[src/rtl/stb_gen_pkg.sv]
// Types and constants shared between stb_gen and its measurement controller.
package stb_gen_pkg;

  localparam int unsigned STB_T_CNT_WIDTH = 12;

  typedef enum logic [2:0] {
    ST_IDLE,
    ST_ARM,
    ST_WAIT,
    ST_SAMPLE,
    ST_RETRY,
    ST_DONE,
    ST_FAIL
  } stb_ctrl_state_t;

  function automatic logic is_busy(input stb_ctrl_state_t s);
    return (s == ST_ARM) || (s == ST_WAIT) || (s == ST_SAMPLE) || (s == ST_RETRY);
  endfunction

endpackage

[src/rtl/stb_gen_ctrl_if.sv]
// Command, stb_gen handshake and status bundle of the measurement controller.
interface stb_gen_ctrl_if
  import stb_gen_pkg::*;
#(
  parameter int unsigned T_CNT_WIDTH = STB_T_CNT_WIDTH
) ();

  logic                   start_i;
  logic                   stop_i;
  logic                   run_det_o;
  logic                   oe_o;
  logic                   rdy_i;
  logic                   err_i;
  logic [T_CNT_WIDTH-1:0] stb_period_i;
  logic [T_CNT_WIDTH-1:0] period_o;
  logic                   locked_o;
  logic                   fail_o;
  logic                   busy_o;

  modport master (
    input  start_i, stop_i, rdy_i, err_i, stb_period_i,
    output run_det_o, oe_o, period_o, locked_o, fail_o, busy_o
  );

  modport slave (
    output start_i, stop_i, rdy_i, err_i, stb_period_i,
    input  run_det_o, oe_o, period_o, locked_o, fail_o, busy_o
  );

endinterface

[src/rtl/stb_avg_acc.sv]
// Period sample store: 2**AVG_LOG2-sample accumulator with STB_GEN_CTRL_AVG_EN,
// otherwise a single captured sample.
module stb_avg_acc #(
  parameter int unsigned T_CNT_WIDTH = 12,
  parameter int unsigned AVG_LOG2    = 2
) (
  input  logic                   clk_i,
  input  logic                   arst_i,
  input  logic                   clr_i,
  input  logic                   add_i,
  input  logic [T_CNT_WIDTH-1:0] sample_i,
  output logic                   full_o,
  output logic [T_CNT_WIDTH-1:0] avg_o
);

`ifdef STB_GEN_CTRL_AVG_EN
  localparam int unsigned ACC_W = T_CNT_WIDTH + AVG_LOG2;
  localparam int unsigned CNT_W = AVG_LOG2 + 1;
  localparam logic [CNT_W-1:0] N_SAMPLES = CNT_W'(1) << AVG_LOG2;

  logic [ACC_W-1:0] acc_q;
  logic [CNT_W-1:0] cnt_q;

  always_ff @(posedge clk_i or posedge arst_i) begin
    if (arst_i) begin
      acc_q <= '0;
      cnt_q <= '0;
    end else if (clr_i) begin
      acc_q <= '0;
      cnt_q <= '0;
    end else if (add_i) begin
      acc_q <= acc_q + ACC_W'(sample_i);
      cnt_q <= cnt_q + CNT_W'(1);
    end
  end

  assign full_o = (cnt_q == N_SAMPLES);
  assign avg_o  = T_CNT_WIDTH'(acc_q >> AVG_LOG2);
`else
  logic [T_CNT_WIDTH-1:0] smp_q;
  logic                   vld_q;

  always_ff @(posedge clk_i or posedge arst_i) begin
    if (arst_i) begin
      smp_q <= '0;
      vld_q <= 1'b0;
    end else if (clr_i) begin
      smp_q <= '0;
      vld_q <= 1'b0;
    end else if (add_i) begin
      smp_q <= sample_i;
      vld_q <= 1'b1;
    end
  end

  assign full_o = vld_q;
  assign avg_o  = smp_q;
`endif

endmodule

[src/rtl/stb_gen_ctrl.sv]
// Measurement sequencer for stb_gen: arm, wait with timeout, retry, average, lock.
// Averaging over 2**AVG_LOG2 samples is built only with STB_GEN_CTRL_AVG_EN.
module stb_gen_ctrl
  import stb_gen_pkg::*;
#(
  parameter int unsigned T_CNT_WIDTH = STB_T_CNT_WIDTH,
  parameter int unsigned TO_WIDTH    = 20,
  parameter int unsigned MAX_RETRY   = 3,
  parameter int unsigned AVG_LOG2    = 2
) (
  input  logic           clk_i,
  input  logic           arst_i,
  stb_gen_ctrl_if.master bus
);

  localparam int unsigned RETRY_W = (MAX_RETRY < 2) ? 1 : $clog2(MAX_RETRY + 1);
  localparam logic [RETRY_W-1:0] RETRY_LIM = RETRY_W'(MAX_RETRY);

  stb_ctrl_state_t        state_q, state_d;
  logic                   arm_q, arm_d;
  logic [TO_WIDTH-1:0]    to_q, to_d, to_inc;
  logic [RETRY_W-1:0]     retry_q, retry_d, retry_inc;
  logic                   acc_clr, acc_add, acc_full;
  logic [T_CNT_WIDTH-1:0] acc_avg;

  logic                   run_det_q, oe_q, locked_q, fail_q, busy_q;
  logic [T_CNT_WIDTH-1:0] period_q;

  stb_avg_acc #(
    .T_CNT_WIDTH (T_CNT_WIDTH),
    .AVG_LOG2    (AVG_LOG2)
  ) u_acc (
    .clk_i    (clk_i),
    .arst_i   (arst_i),
    .clr_i    (acc_clr),
    .add_i    (acc_add),
    .sample_i (bus.stb_period_i),
    .full_o   (acc_full),
    .avg_o    (acc_avg)
  );

  assign to_inc    = to_q + TO_WIDTH'(1);
  assign retry_inc = retry_q + RETRY_W'(1);

  always_comb begin
    state_d = state_q;
    arm_d   = 1'b0;
    to_d    = to_q;
    retry_d = retry_q;
    acc_clr = 1'b0;
    acc_add = 1'b0;
    case (state_q)
      ST_IDLE, ST_DONE, ST_FAIL: begin
        if (bus.start_i) begin
          state_d = ST_ARM;
          retry_d = '0;
          acc_clr = 1'b1;
        end
      end
      ST_ARM: begin
        to_d = '0;
        if (arm_q) state_d = ST_WAIT;
        else       arm_d   = 1'b1;
      end
      ST_WAIT: begin
        // The sample is taken on the rdy_i edge so SAMPLE already sees the updated count.
        to_d = to_inc;
        if (bus.err_i) begin
          state_d = ST_RETRY;
        end else if (bus.rdy_i) begin
          state_d = ST_SAMPLE;
          acc_add = 1'b1;
        end else if (to_inc == '1) begin
          state_d = ST_RETRY;
        end
      end
      ST_SAMPLE: state_d = acc_full ? ST_DONE : ST_ARM;
      ST_RETRY: begin
        retry_d = retry_inc;
        state_d = (retry_inc == RETRY_LIM) ? ST_FAIL : ST_ARM;
      end
      default: state_d = ST_IDLE;
    endcase
    if (bus.stop_i) begin
      state_d = ST_IDLE;
      acc_add = 1'b0;
      acc_clr = 1'b0;
    end
  end

  // Outputs are registered from the next state so they line up with state_q.
  always_ff @(posedge clk_i or posedge arst_i) begin
    if (arst_i) begin
      state_q   <= ST_IDLE;
      arm_q     <= 1'b0;
      to_q      <= '0;
      retry_q   <= '0;
      run_det_q <= 1'b0;
      oe_q      <= 1'b0;
      locked_q  <= 1'b0;
      fail_q    <= 1'b0;
      busy_q    <= 1'b0;
      period_q  <= '0;
    end else begin
      state_q   <= state_d;
      arm_q     <= arm_d;
      to_q      <= to_d;
      retry_q   <= retry_d;
      run_det_q <= (state_d == ST_ARM);
      oe_q      <= (state_d == ST_DONE);
      locked_q  <= (state_d == ST_DONE);
      fail_q    <= (state_d == ST_FAIL);
      busy_q    <= is_busy(state_d);
      if (state_q == ST_SAMPLE && state_d == ST_DONE) period_q <= acc_avg;
    end
  end

  assign bus.run_det_o = run_det_q;
  assign bus.oe_o      = oe_q;
  assign bus.locked_o  = locked_q;
  assign bus.fail_o    = fail_q;
  assign bus.busy_o    = busy_q;
  assign bus.period_o  = period_q;

endmodule

[src/flat_wrapper.sv]
// flat-port wrapper written by rule: the top's interface ports become plain ports
module stb_gen_ctrl_flat import stb_gen_pkg::*;
#(
  parameter int unsigned T_CNT_WIDTH = STB_T_CNT_WIDTH,
  parameter int unsigned TO_WIDTH    = 20,
  parameter int unsigned MAX_RETRY   = 3,
  parameter int unsigned AVG_LOG2    = 2
)
  (clk_i, arst_i, bus_start_i, bus_stop_i, bus_rdy_i, bus_err_i, bus_stb_period_i, bus_run_det_o, bus_oe_o, bus_period_o, bus_locked_o, bus_fail_o, bus_busy_o);
  stb_gen_ctrl_if #(.T_CNT_WIDTH(T_CNT_WIDTH)) bus_i ();
  input  logic clk_i;
  input  logic arst_i;
  input wire logic [$bits(bus_i.start_i)-1:0] bus_start_i;
  input wire logic [$bits(bus_i.stop_i)-1:0] bus_stop_i;
  input wire logic [$bits(bus_i.rdy_i)-1:0] bus_rdy_i;
  input wire logic [$bits(bus_i.err_i)-1:0] bus_err_i;
  input wire logic [$bits(bus_i.stb_period_i)-1:0] bus_stb_period_i;
  output wire logic [$bits(bus_i.run_det_o)-1:0] bus_run_det_o;
  output wire logic [$bits(bus_i.oe_o)-1:0] bus_oe_o;
  output wire logic [$bits(bus_i.period_o)-1:0] bus_period_o;
  output wire logic [$bits(bus_i.locked_o)-1:0] bus_locked_o;
  output wire logic [$bits(bus_i.fail_o)-1:0] bus_fail_o;
  output wire logic [$bits(bus_i.busy_o)-1:0] bus_busy_o;
  assign bus_i.start_i = bus_start_i;
  assign bus_i.stop_i = bus_stop_i;
  assign bus_i.rdy_i = bus_rdy_i;
  assign bus_i.err_i = bus_err_i;
  assign bus_i.stb_period_i = bus_stb_period_i;
  assign bus_run_det_o = bus_i.run_det_o;
  assign bus_oe_o = bus_i.oe_o;
  assign bus_period_o = bus_i.period_o;
  assign bus_locked_o = bus_i.locked_o;
  assign bus_fail_o = bus_i.fail_o;
  assign bus_busy_o = bus_i.busy_o;
  stb_gen_ctrl #(.T_CNT_WIDTH(T_CNT_WIDTH), .TO_WIDTH(TO_WIDTH), .MAX_RETRY(MAX_RETRY), .AVG_LOG2(AVG_LOG2)) u_core (.clk_i(clk_i), .arst_i(arst_i), .bus(bus_i));
endmodule
[config.mk]
export PLATFORM = sky130hd
export DESIGN_NAME = stb_gen_ctrl_flat
export DESIGN_NICKNAME = d
export VERILOG_FILES = /design/src/rtl/stb_gen_pkg.sv /design/src/rtl/stb_gen_ctrl_if.sv /design/src/rtl/stb_avg_acc.sv /design/src/rtl/stb_gen_ctrl.sv /design/src/flat_wrapper.sv
export SDC_FILE = /design/constraint.sdc
export NUM_CORES = 1
export LEC_CHECK = 0
export CAP_MARGIN = 0
export CORE_MARGIN = 1.5
export CORE_UTILIZATION = 30
export CTS_CLUSTER_SIZE = 40
export DETAILED_ROUTE_END_ITERATION = 6
export PLACE_DENSITY = 0.51
export RECOVER_POWER = 50
export SLEW_MARGIN = 5
export SYNTH_ARGS = -nofsm -noshare
export SYNTH_HDL_FRONTEND = slang
export SYNTH_SLANG_ARGS = --single-unit
[constraint.sdc]
create_clock -name clk_i -period 7.4 [get_ports clk_i]
set_clock_uncertainty 0.2 [all_clocks]
set_input_delay 1.85 -clock clk_i [delete_from_list [all_inputs] [get_ports clk_i]]
set_output_delay 1.85 -clock clk_i [all_outputs]
set_load 0.02 [all_outputs]
* Yosys cells after proc, flatten, opt, wreduce, memory -nomap -nowiden
Cells that the tools add are included.
** Word-level totals
- Output and inout port bits :: 17
- Bits of input ports :: 18
- Bits in registers :: 55
** Cells by class
- Equality and inequality tests :: 15
- Muxes and demuxes :: 25
- Reduce and logical (&&, ||, !) cells :: 10
- Add/subtract/negate cells :: 2
** Operators by type and width (number)
- 20-bit case mux with 2 select lines :: 1
- 12-bit two-way mux :: 2
- 3-bit two-way mux :: 8
- 20-bit by 1-bit adder with 20-bit output (second input constant) :: 1
- 20-bit equality test (second input constant) :: 1
- 3-bit equality test (second input constant) :: 6
- 3-bit case mux with 5 select lines :: 1
- 3-bit by 2-bit equality test with 1-bit output (second input constant) :: 4
- 1-bit two-way mux :: 11
- 3-bit by 1-bit equality test with 1-bit output (second input constant) :: 2
- 2-bit nonzero test :: 3
- 2-bit case mux with 2 select lines :: 1
- 3-bit logical NOT :: 1
- 1-bit logical OR :: 3
- 3-bit OR reduction :: 1
- 2-bit by 1-bit adder with 2-bit output (second input constant) :: 1
- 2-bit equality test (second input constant) :: 1
- 2-bit two-way mux :: 1
- 2-bit != test (second input constant) :: 1
- 2-bit AND reduction :: 1
- 1-bit logical AND :: 1

* Longest topological paths before layout
Gate-level depths: netlist of the first run.
- Word-level depth :: 11
- Depth in mapped cells :: 10
- Depth with buffers taken out :: 9

* Modules after synthesis
A second synthesis of the first run with hierarchy kept.
** Second synthesis, totals
- Cell total of the unflattened synthesis :: 301
- Area total of the unflattened synthesis :: 2932.8 um2
** Modules (own cells, without submodules)
- stb_gen_ctrl :: times used 1, cells each 258, area each 2394.8 um2, seq. area each 1051.0 um2
- stb_avg_acc :: times used 1, cells each 43, area each 538.0 um2, seq. area each 325.3 um2

* Worst setup path after synthesis of the first run
OpenSTA, ideal clock, no wires.
- Path kind :: input -> register
- Start :: input bus_start_i
- End :: register u_core.period_q[0] (netlist: u_core.bus.period_o[0])
- Stages on the path :: 9
- Slack :: 3.849 ns
- Path buffers :: 1
- Arrival :: 3.226 ns
- Cell sequence :: nand2_1 a221oi_1 nor2_1 a21oi_1 o21ai_1 inv_1 nand4_1 buf_4 mux2_2
** On the way
- Word-level cells in the longest chain between the ends :: 5
** Ends and longest elaborated chain
- start: declaration :: RTL line flat_wrapper.sv:13 : input wire logic [$bits(bus_i.start_i)-1:0] bus_start_i;
- 3-bit two-way mux :: RTL line stb_gen_ctrl.sv:54 : if (bus.start_i) begin
- 3-bit case mux with 5 select lines :: RTL line stb_gen_ctrl.sv:52 : case (state_q)
- 3-bit two-way mux :: RTL line stb_gen_ctrl.sv:84 : if (bus.stop_i) begin
- named net u_core.state_d[0] :: RTL line stb_gen_ctrl.sv:19 : stb_ctrl_state_t state_q, state_d;
- 3-bit equality test :: RTL line stb_gen_ctrl.sv:114 : if (state_q == ST_SAMPLE && state_d == ST_DONE) period_q <= acc_avg;
- 1-bit logical AND :: RTL line stb_gen_ctrl.sv:114
- end signal: assignment :: RTL line stb_gen_ctrl.sv:114
- end: declaration :: RTL line stb_gen_ctrl.sv:27 : logic [T_CNT_WIDTH-1:0] period_q;
The timed path passes the listed nets, and every way through them passes these cells.
A chain may end at the register's enable or synchronous reset.

==> results of run 1 <==
## worst max-delay path, delay by kind of cell
| kind | cells | cell delay (ns) |
|---|---|---|
| buf+inv | 3 | 2.72 |
## worst paths after layout
kind | from | endpoint | slack, ns | cells after the start
max | arst_i | u_core.state_q[2] | 2.37 | 3
min | u_core.arm_q | u_core.arm_q | 0.28 | 1
max reg2reg | u_core.state_q[1] | u_core.bus.period_o[10] | 4.13 | 6
min reg2reg | u_core.arm_q | u_core.arm_q | 0.28 | 1
max in group clk_i | bus_start_i | u_core.bus.period_o[10] | 3.05 | 9
min in group asynchronous | arst_i | u_core.u_acc.avg_o[1] | 2.92 | 3
## routing by layer
metal | global-route usage | vias up | part of all wire
met3 | 0.0271 | 7 | 0.050
met4 | 0.0357 | 0 | 0.0095
met2 | 0.211 | 48 | 0.46
met5 | 0 | - | 0
met1 | 0.193 | 1209 | 0.48
li1 | - | 1218 | -
## power breakdown
part | internal, W | leakage [nW] | switching (W)
Combinational | 0.0000233 | 0.612 | 0.0000322
Clock | 0.0000684 | 0.0454 | 0.000107
Sequential | 0.000312 | 0.759 | 0.0000109
## logic make-up (layout without fill, tap and decap cells)
family | after synthesis | in the layout | synth area share
compound gates | 93 | 93 | 0.195
xor+xnor | 4 | 4 | 0.0115
fa+ha+maj | 3 | 3 | 0.0123
buf+inv | 36 | 54 | 0.0603
flops | 55 | 55 | 0.451
mux | 13 | 13 | 0.0476
simple gates | 128 | 128 | 0.222
## final cells by class
class | instances | area [sq um]
sequential | 55 | 1380
clock buffer | 6 | 72.6
multi-input combinational | 241 | 1470
timing repair buffer | 36 | 352
clock inverter | 2 | 17.5
fill | 1042 | 6320
inverter | 10 | 37.5
tap | 133 | 166
## placed cells by master, fill, tap and decap left out, types with 2 or more instances in the layout
master           Yosys  routed
dfrtp_1             55      55
nand2_1             50      50
o21ai_0             41      41
clkdlybuf4s50_1      0      33
nor2_1              21      21
mux2_2              12      12
a21oi_1             10      10
inv_1               10       9
nand4_1              9       9
nor2b_1              8       8
nand3_1              6       8
o31ai_1              7       7
a31oi_1              6       6
clkbuf_8             0       5
nand2b_1             4       4
and3_1               4       4
nor3_1               4       4
nor4_1               4       4
or3_1                4       4
xor2_1               3       3
nand4b_1             3       3
a211oi_1             3       3
ha_1                 3       3
o21ai_1              2       2
nor4_4               2       2
o41ai_1              2       2
o21a_1               2       2
o22ai_1              2       2
o32ai_1              2       2
clkinv_4             0       2
clkbuf_1             7       2
## registers in the layout (all words and copies together) (netlist names)
register / cells
u_core.to_q: 20
u_core.bus.period_o: 12
u_core.u_acc.avg_o: 12
u_core.state_q: 3
u_core.retry_q: 2
u_core.arm_q: 1
u_core.bus.busy_o: 1
u_core.bus.fail_o: 1
u_core.bus.oe_o: 1
u_core.bus.run_det_o: 1
u_core.u_acc.full_o: 1
## through the flow
step	worst slack [ns]	instances	cell area, sq um	utilization
after global routing	1.69	483	3490	0.356
final	2.37	483	3490	0.356
after floorplan	3.85	332	3050	-
after global placement	2.68	475	3430	0.349
after detailed placement	2.66	475	3430	0.349
after CTS	3.01	483	3520	0.358
==> flow_metrics.env, run 1 <==
export IMPL_diodes=0
export IMPL_critPathKind="in2async"
export IMPL_drive_above_1_share=0.0886
export IMPL_die_w_um=104
export IMPL_vdd_drop_max_v=0.0000793
export IMPL_cts_tree="built"
export IMPL_antenna_left=0
export IMPL_cts_max_path_buffers=2
export IMPL_arrival_ns=4.60
export IMPL_cts_hold_fix_buffers=0
export IMPL_synth_edff_count=0
export IMPL_crit_chain="dlygate4sd3_1, clkinv_1, clkbuf_1"
export IMPL_io_buffers=34
export IMPL_holdWs_ns=0.280
export IMPL_cpMaxStageDelayCell="clkbuf_1"
export IMPL_final_hold_violation_count=0
export IMPL_fin_total_pwr_w=0.000554
export IMPL_ys_top_cells_by_area="dfrtp_1 45%, o21ai_0 6.7%, nand2_1 6.2%"
export IMPL_wl_per_cell_um=14.7
export IMPL_drv_cap=1
export IMPL_p_per_area_nw_per_um2=158
export IMPL_status="complete, but fails checks"
export IMPL_clk_latency_ns=0.31
export IMPL_drt_pass1_iterations=4
export IMPL_rows=36
export IMPL_cts_resized=0
export IMPL_dr_total_vias=2482
export IMPL_routabilityCongestion=0.759
export IMPL_dp_hpwl_mm=4.80
export IMPL_start_kind="input pin"
export IMPL_grt_total_usage=0.136
export IMPL_synth_cell_area_sq_um=3050
export IMPL_clk_pin_slew_worst_paths_ns=0.10
export IMPL_critPathMaxStageDelay_ns=2.13
export IMPL_synth_seq_area_share=0.451
export IMPL_synth_top_flop_cell="dfrtp_1"
export IMPL_fmax_mhz=199
export IMPL_grt_start_max_net_pins=56
export IMPL_grt_first_pass_wirelength_mm=12.0
export IMPL_fin_crit_sh=0.679
export IMPL_start_util=0.311
export IMPL_area_growth_pct=14.6
export IMPL_die_area_sq_um=10800
export IMPL_ys_ff_latch=55
export IMPL_min_period_ns=5.03
export IMPL_power_leakage_nw=1.42
export IMPL_vias_per_cell=5.14
export IMPL_clock_sinks=55
export IMPL_syn_inst=332
export IMPL_worstMarginPinSlew_ns=3.03
export IMPL_cts_setup_buffers=0
export IMPL_failed_checks="capacitance limit, slew limit"
export IMPL_grt_pass1_vias=2339
export IMPL_synthTopCellsByCount="55 x dfrtp_1, 50 x nand2_1, 41 x o21ai_0"
export IMPL_setup_viol=0
export IMPL_h_tree_depth=2
export IMPL_dieHeight_um=104
export IMPL_required_ns=6.97
export IMPL_syn_num_nets=353
export IMPL_rsz0062_at_grt="no"
export IMPL_antenna_found_initial=0
export IMPL_coreArea_sq_um=9820
export IMPL_ctsRootBufferMaster="clkbuf_8"
export IMPL_ys_types=58
export IMPL_synthArstFlopShare=1.00
export IMPL_slew_headroom=-1.02
export IMPL_dr_first_iter_drc_count=84
export IMPL_yosysMostFrequentCell="dfrtp_1"
export IMPL_crit_fanout=55
export IMPL_hp_class="reg2reg"
export IMPL_io_pins=35
export IMPL_final_max_slew_violation_count=56
export IMPL_synth_top_area_frac=0.451
export IMPL_fin_nets=370
export IMPL_grt_overflow_total=0
export IMPL_yosys_area_top_type="dfrtp_1"
export IMPL_ys_warn_count=0
export IMPL_totalWireLength_mm=7.08
export IMPL_syn_avg_cell_area_sq_um=9.19
export IMPL_drc_errors=0
export IMPL_tns_ns=0
export IMPL_cts_made_buffers=5
export IMPL_critPathCaptureType="asynchronous set/reset pin"
No activity file was read; power rests on OpenSTA's default activity.
==> run 2, diff against run 1 <==
--- a/config.mk
+++ b/config.mk
@@ -10,7 +10,7 @@
 export CORE_UTILIZATION = 30
 export CTS_CLUSTER_SIZE = 40
 export DETAILED_ROUTE_END_ITERATION = 6
-export PLACE_DENSITY = 0.51
+export PLACE_DENSITY = 0.53
 export RECOVER_POWER = 50
 export SLEW_MARGIN = 5
 export SYNTH_ARGS = -nofsm -noshare
==> constraint.sdc (replaced) <==
create_clock -name clk_i -period 4.25 [get_ports clk_i]
set_clock_uncertainty 0.2 [all_clocks]
set_input_delay 1.0625 -clock clk_i [delete_from_list [all_inputs] [get_ports clk_i]]
set_output_delay 1.0625 -clock clk_i [all_outputs]
set_load 0.02 [all_outputs]
==> run 2 against run 1 <==
Against the previous run:
- the run still ends with capacitance limit, slew limit left
- worst hold slack improved by 0.0069 ns
- count of clock-buffer cells in the layout stayed put
- cell count increased by 0.41%
- flip-flop and latch count stayed put
- global-route usage is 0.13 points lower
- worst setup slack lost 1.4 ns
- via count up 2.0%
- sequential power rose by 74%
- cell area rose by 0.50%
- die area unchanged
- utilization is 0.18 points higher
- sequential share of layout area fell by 0.20 points
- critical endpoint is now u_core.bus.fail_o
- highest routed layer unchanged
==> flow_metrics.env, run 2 (synthesis results as in run 1) <==
export IMPL_multi_input_area_sq_um=1480
export IMPL_dr_total_vias=2531
export IMPL_grt_first_pass_wirelength_mm=12.0
export IMPL_clk_latency_ns=0.31
export IMPL_vias_per_cell=5.22
export IMPL_cts_hold_fix_buffers=0
export IMPL_power_leakage_nw=1.41
export IMPL_setup_ws_ns=0.975
export IMPL_grt_total_usage=0.135
export IMPL_worstMarginPinSlew_ns=1.75
export IMPL_min_period_ns=3.27
export IMPL_drt_pass1_iterations=5
export IMPL_grt_start_max_net_pins=46
export IMPL_register_area_sq_um=1380
export IMPL_drive_above_1_share=0.0966
export IMPL_drc_errors=0
export IMPL_cts_setup_buffers=0
export IMPL_final_common_cell="dfrtp_1"
export IMPL_start_util=0.311
export IMPL_critPathKind="reg2reg"
export IMPL_fin_nets=372
export IMPL_slew_headroom=-0.168
export IMPL_antenna_found_initial=0
export IMPL_hp_class="reg2reg"
export IMPL_rsz0062_at_grt="no"
export IMPL_area_growth_pct=15.1
export IMPL_dpl_worst_slack_ns=0.742
export IMPL_clk_pin_slew_worst_paths_ns=0.10
export IMPL_totalWireLength_mm=7.22
export IMPL_io_buffers=34
export IMPL_required_ns=4.24
export IMPL_die_w_um=104
export IMPL_layout_common_cells="55 x dfrtp_1, 50 x nand2_1, 41 x o21ai_0"
export IMPL_arrival_ns=3.27
export IMPL_dr_first_iter_drc_count=150
export IMPL_coreArea_sq_um=9820
export IMPL_dieHeight_um=104
export IMPL_diodes=0
export IMPL_cts_made_buffers=5
export IMPL_final_hold_violation_count=0
export IMPL_antenna_left=0
export IMPL_fin_crit_sh=0.770
export IMPL_top_register="u_core.to_q"
export IMPL_drv_cap=1
export IMPL_crit_fanout=10
export IMPL_fin_total_pwr_w=0.000960
export IMPL_largest_reg_flops=20
export IMPL_p_per_area_nw_per_um2=273
export IMPL_critPathCaptureType="flip-flop"
export IMPL_ctsRootBufferMaster="clkbuf_8"
export IMPL_grt_pass1_vias=2394
export IMPL_cts_tree="built"
export IMPL_h_tree_depth=2
export IMPL_grt_overflow_total=0
export IMPL_vdd_drop_max_v=0.000132
export IMPL_failed_checks="capacitance limit, slew limit"
export IMPL_setup_viol=0
export IMPL_rows=36
export IMPL_wl_per_cell_um=14.9
export IMPL_routabilityCongestion=0.843
export IMPL_tns_ns=0
export IMPL_die_area_sq_um=10800
export IMPL_start_kind="flip-flop"
export IMPL_fillerInstances=1036
export IMPL_cts_max_path_buffers=2
export IMPL_status="complete, but fails checks"
export IMPL_final_max_slew_violation_count=46
export IMPL_dp_hpwl_mm=4.85
export IMPL_holdWs_ns=0.287
export IMPL_fmax_mhz=305
export IMPL_io_pins=35
export IMPL_cts_resized=0
export IMPL_clock_sinks=55
run 2: cell count changes in the layout (fill, tap and decap cells not counted), sizes merged:
cell and change:
clkinv -1, dlygate4sd3 +1, clkdlybuf4s50 -1, buf +2, inv +1
run 2: power breakdown:
group	leakage [nW]	switching, W	internal [W]
registers	0.759	0.0000191	0.000543
logic	0.607	0.0000573	0.0000408
clock network	0.0454	0.000180	0.000119
run 2: final cells by class:
type | count | share of cell area
multi-input cells | 241 | 0.420
flip-flops and latches | 55 | 0.392
repair buffers | 38 | 0.104
well taps | 133 | 0.0474
clock buffers | 6 | 0.0207
inverters | 10 | 0.0107
clock inverters | 2 | 0.00499
run 2: metal layers:
| metal | part of all wire | wire length, um | GRT usage |
|---|---|---|---|
| met1 | 0.50 | 3630 | 0.190 |
| met2 | 0.45 | 3220 | 0.214 |
| met3 | 0.046 | 331 | 0.0252 |
| met4 | 0.0050 | 36 | 0.0317 |
| met5 | 0 | 0 | 0 |
run 2: worst paths after layout:
path / slack, ns / endpoint / from / cells past startpoint
worst max register to register: 0.98 / u_core.bus.fail_o / u_core.to_q[0] / 9
worst min-delay path: 0.29 / u_core.arm_q / u_core.arm_q / 1
min in group asynchronous: 1.55 / u_core.bus.period_o[1] / arst_i / 2
worst min register to register: 0.29 / u_core.arm_q / u_core.arm_q / 1
max in group asynchronous: 1.00 / u_core.to_q[3] / arst_i / 3
worst max-delay path: 0.98 / u_core.bus.fail_o / u_core.to_q[0] / 9
run 2: stage by stage:
step | instance area (sq um) | utilization | instances
6_report | 3510 | 0.358 | 485
3_3_place_gp | 3440 | 0.350 | 477
3_5_place_dp | 3440 | 0.350 | 477
2_1_floorplan | 3050 | - | 332
5_1_grt | 3510 | 0.358 | 485
4_1_cts | 3530 | 0.360 | 485
run 2: worst max-delay path: stages, from the launching register on:
cell	delay (ns)
dfrtp_1	0.54
ha_1	0.38
nand3_2	0.20
nor4_1	0.57
a21oi_1	0.14
o221a_1	0.30
nor4_1	0.36
o21ai_1	0.17
and2_4	0.19
nor2b_1	0.12
==> run 3, diff against run 2 <==
==> constraint.sdc (replaced) <==
create_clock -name clk_i -period 2.92 [get_ports clk_i]
set_clock_uncertainty 0.2 [all_clocks]
set_input_delay 0.73 -clock clk_i [delete_from_list [all_inputs] [get_ports clk_i]]
set_output_delay 0.73 -clock clk_i [all_outputs]
set_load 0.02 [all_outputs]
==> run 3 against run 2 <==
Against the previous run:
- clock power increased by 55%
- highest routed layer unchanged
- flip-flop and latch count unchanged
- critical endpoint is now u_core.bus.period_o[5]
- first-iteration DRC count decreased by 36%
- the flow now finishes without violations
- worst setup slack got worse by 0.76 ns
- count of clock-buffer cells in the layout decreased by 1
==> flow_metrics.env, run 3 (synthesis results as in run 1) <==
export IMPL_status="finished clean"
export IMPL_r2r_setup_slack_ns=0.26
export IMPL_grt_first_pass_wirelength_mm=12.3
export IMPL_io_buffers=34
export IMPL_clock_sinks=55
export IMPL_io_pins=35
export IMPL_rsz0062_at_grt="no"
export IMPL_holdPathStages=1
export IMPL_min_from="u_core.arm_q"
export IMPL_dp_cells=491
export IMPL_wl_per_cell_um=14.4
export IMPL_cts_made_buffers=5
export IMPL_stdcell_count=499
export IMPL_clk_latency_ns=0.31
export IMPL_required_ns=2.93
export IMPL_dr_total_vias=2528
export IMPL_diodes=0
export IMPL_rows=36
export IMPL_antenna_found_initial=0
export IMPL_setup_viol=0
export IMPL_grt_total_usage=0.138
export IMPL_start_util=0.311
export IMPL_ctsRootBufferMaster="clkbuf_8"
export IMPL_drc_errors=0
export IMPL_clk_pin_slew_worst_paths_ns=0.11
export IMPL_r2r_start="u_core.to_q[0]"
export IMPL_final_common_cell="dfrtp_1"
export IMPL_slew_headroom=0.372
export IMPL_dpl_cell_area_sq_um=3560
export IMPL_crit_fanout=12
export IMPL_dp_hpwl_mm=5.09
export IMPL_top_register="u_core.to_q"
export IMPL_die_area_sq_um=10800
export IMPL_worstMarginPinSlew_ns=0.941
export IMPL_cts_hold_fix_buffers=0
export IMPL_antenna_left=0
export IMPL_reg2reg_depth=10
export IMPL_arrival_ns=2.71
export IMPL_power_leakage_nw=1.49
export IMPL_dr_first_iter_drc_count=96
export IMPL_fin_nets=386
export IMPL_dieHeight_um=104
export IMPL_critPathKind="in2reg"
export IMPL_drive_above_1_share=0.139
export IMPL_min_period_ns=2.71
export IMPL_vdd_drop_max_v=0.000195
export IMPL_routabilityCongestion=0.843
export IMPL_die_w_um=104
export IMPL_vias_per_cell=5.07
export IMPL_critPathCaptureType="flip-flop"
export IMPL_totalWireLength_mm=7.20
export IMPL_timing_rr_end="u_core.bus.fail_o"
export IMPL_area_growth_pct=19.2
export IMPL_hold_path_end="u_core.arm_q"
export IMPL_stdcell_area_sq_um=3640
export IMPL_fillerInstances=1014
export IMPL_drt_pass1_iterations=4
export IMPL_layout_common_cells="55 x dfrtp_1, 50 x nand2_1, 41 x o21ai_0"
export IMPL_grt_start_max_net_pins=26
export IMPL_cts_max_path_buffers=2
export IMPL_drv_cap=0
export IMPL_grt_overflow_total=0
export IMPL_cts_tree="built"
export IMPL_final_max_slew_violation_count=0
export IMPL_largest_reg_flops=20
export IMPL_start_kind="input pin"
export IMPL_hp_class="reg2reg"
export IMPL_h_tree_depth=2
export IMPL_fmax_mhz=370
export IMPL_coreArea_sq_um=9820
export IMPL_p_per_area_nw_per_um2=395
export IMPL_grt_pass1_vias=2436
export IMPL_fin_crit_sh=0.927
export IMPL_final_hold_violation_count=0
==> run 3: per-stage QoR <==
step / TNS, ns / total power, W / worst slack [ns] / hold WS, ns / util
after floorplan: 0 / 0.000918 / 0.283 / 0.229 / -
after global placement: -0.215 / 0.000994 / -0.0172 / 0.263 / 0.362
after detailed placement: -0.986 / 0.000995 / -0.0511 / 0.268 / 0.362
after CTS: 0 / 0.00147 / 0.154 / 0.285 / 0.372
after global routing: 0 / 0.00151 / 0.0360 / 0.324 / 0.370
final: 0 / 0.00144 / 0.214 / 0.290 / 0.370
==> run 3: repair_timing <==
action,CTS,global route
resized for setup,0,2
buffers inserted,0,0
endpoints found under the setup margin,0,1
==> run 3: final cells by class <==
cell class | count | area, sq um | area share
Clock inverter | 3 | 27.5 | 0.00757
Clock buffer | 5 | 68.8 | 0.0189
Inverter | 10 | 37.5 | 0.0103
Tap cell | 133 | 166 | 0.0458
Timing Repair Buffer | 52 | 465 | 0.128
Multi-Input combinational cell | 241 | 1490 | 0.411
Sequential cell | 55 | 1380 | 0.379
==> run 3: worst max-delay path by stage <==
stage | from | slack (ns) | end
3_5_place_dp | bus_start_i | -0.05 | u_core.bus.period_o[4]
4_1_cts | u_core.to_q[0] | 0.15 | u_core.bus.fail_o
3_3_place_gp | bus_start_i | -0.02 | u_core.bus.period_o[1]
6_report | bus_start_i | 0.21 | u_core.bus.period_o[5]
2_1_floorplan | u_core.to_q[1] | 0.28 | u_core.bus.run_det_o
5_1_grt | u_core.to_q[2] | 0.04 | u_core.bus.fail_o
==> run 3: worst max-delay path, stage by stage <==
cell and delay [ns]:
dlygate4sd3_1 0.57, nand2_1 0.08, a221oi_1 0.30, nor2_1 0.06, a21oi_1 0.19, o21ai_1 0.12
inv_1 0.08, nand4_1 0.09, buf_4 0.22, mux2_2 0.28
==> run 3: metal layers <==
metal  track usage  wire length [um]  up-vias
met5             0                 0        -
met4        0.0298                44        0
met3        0.0283               256        6
met2         0.217              3270       44
met1         0.197              3640     1224
li1              -                 -     1254
==> run 3: report_power, final <==
part / internal, W / switching (W)
Clock: 0.000179 / 0.000285
Combinational: 0.0000690 / 0.0000911
Sequential: 0.000791 / 0.0000211
Total: 0.00104 / 0.000397
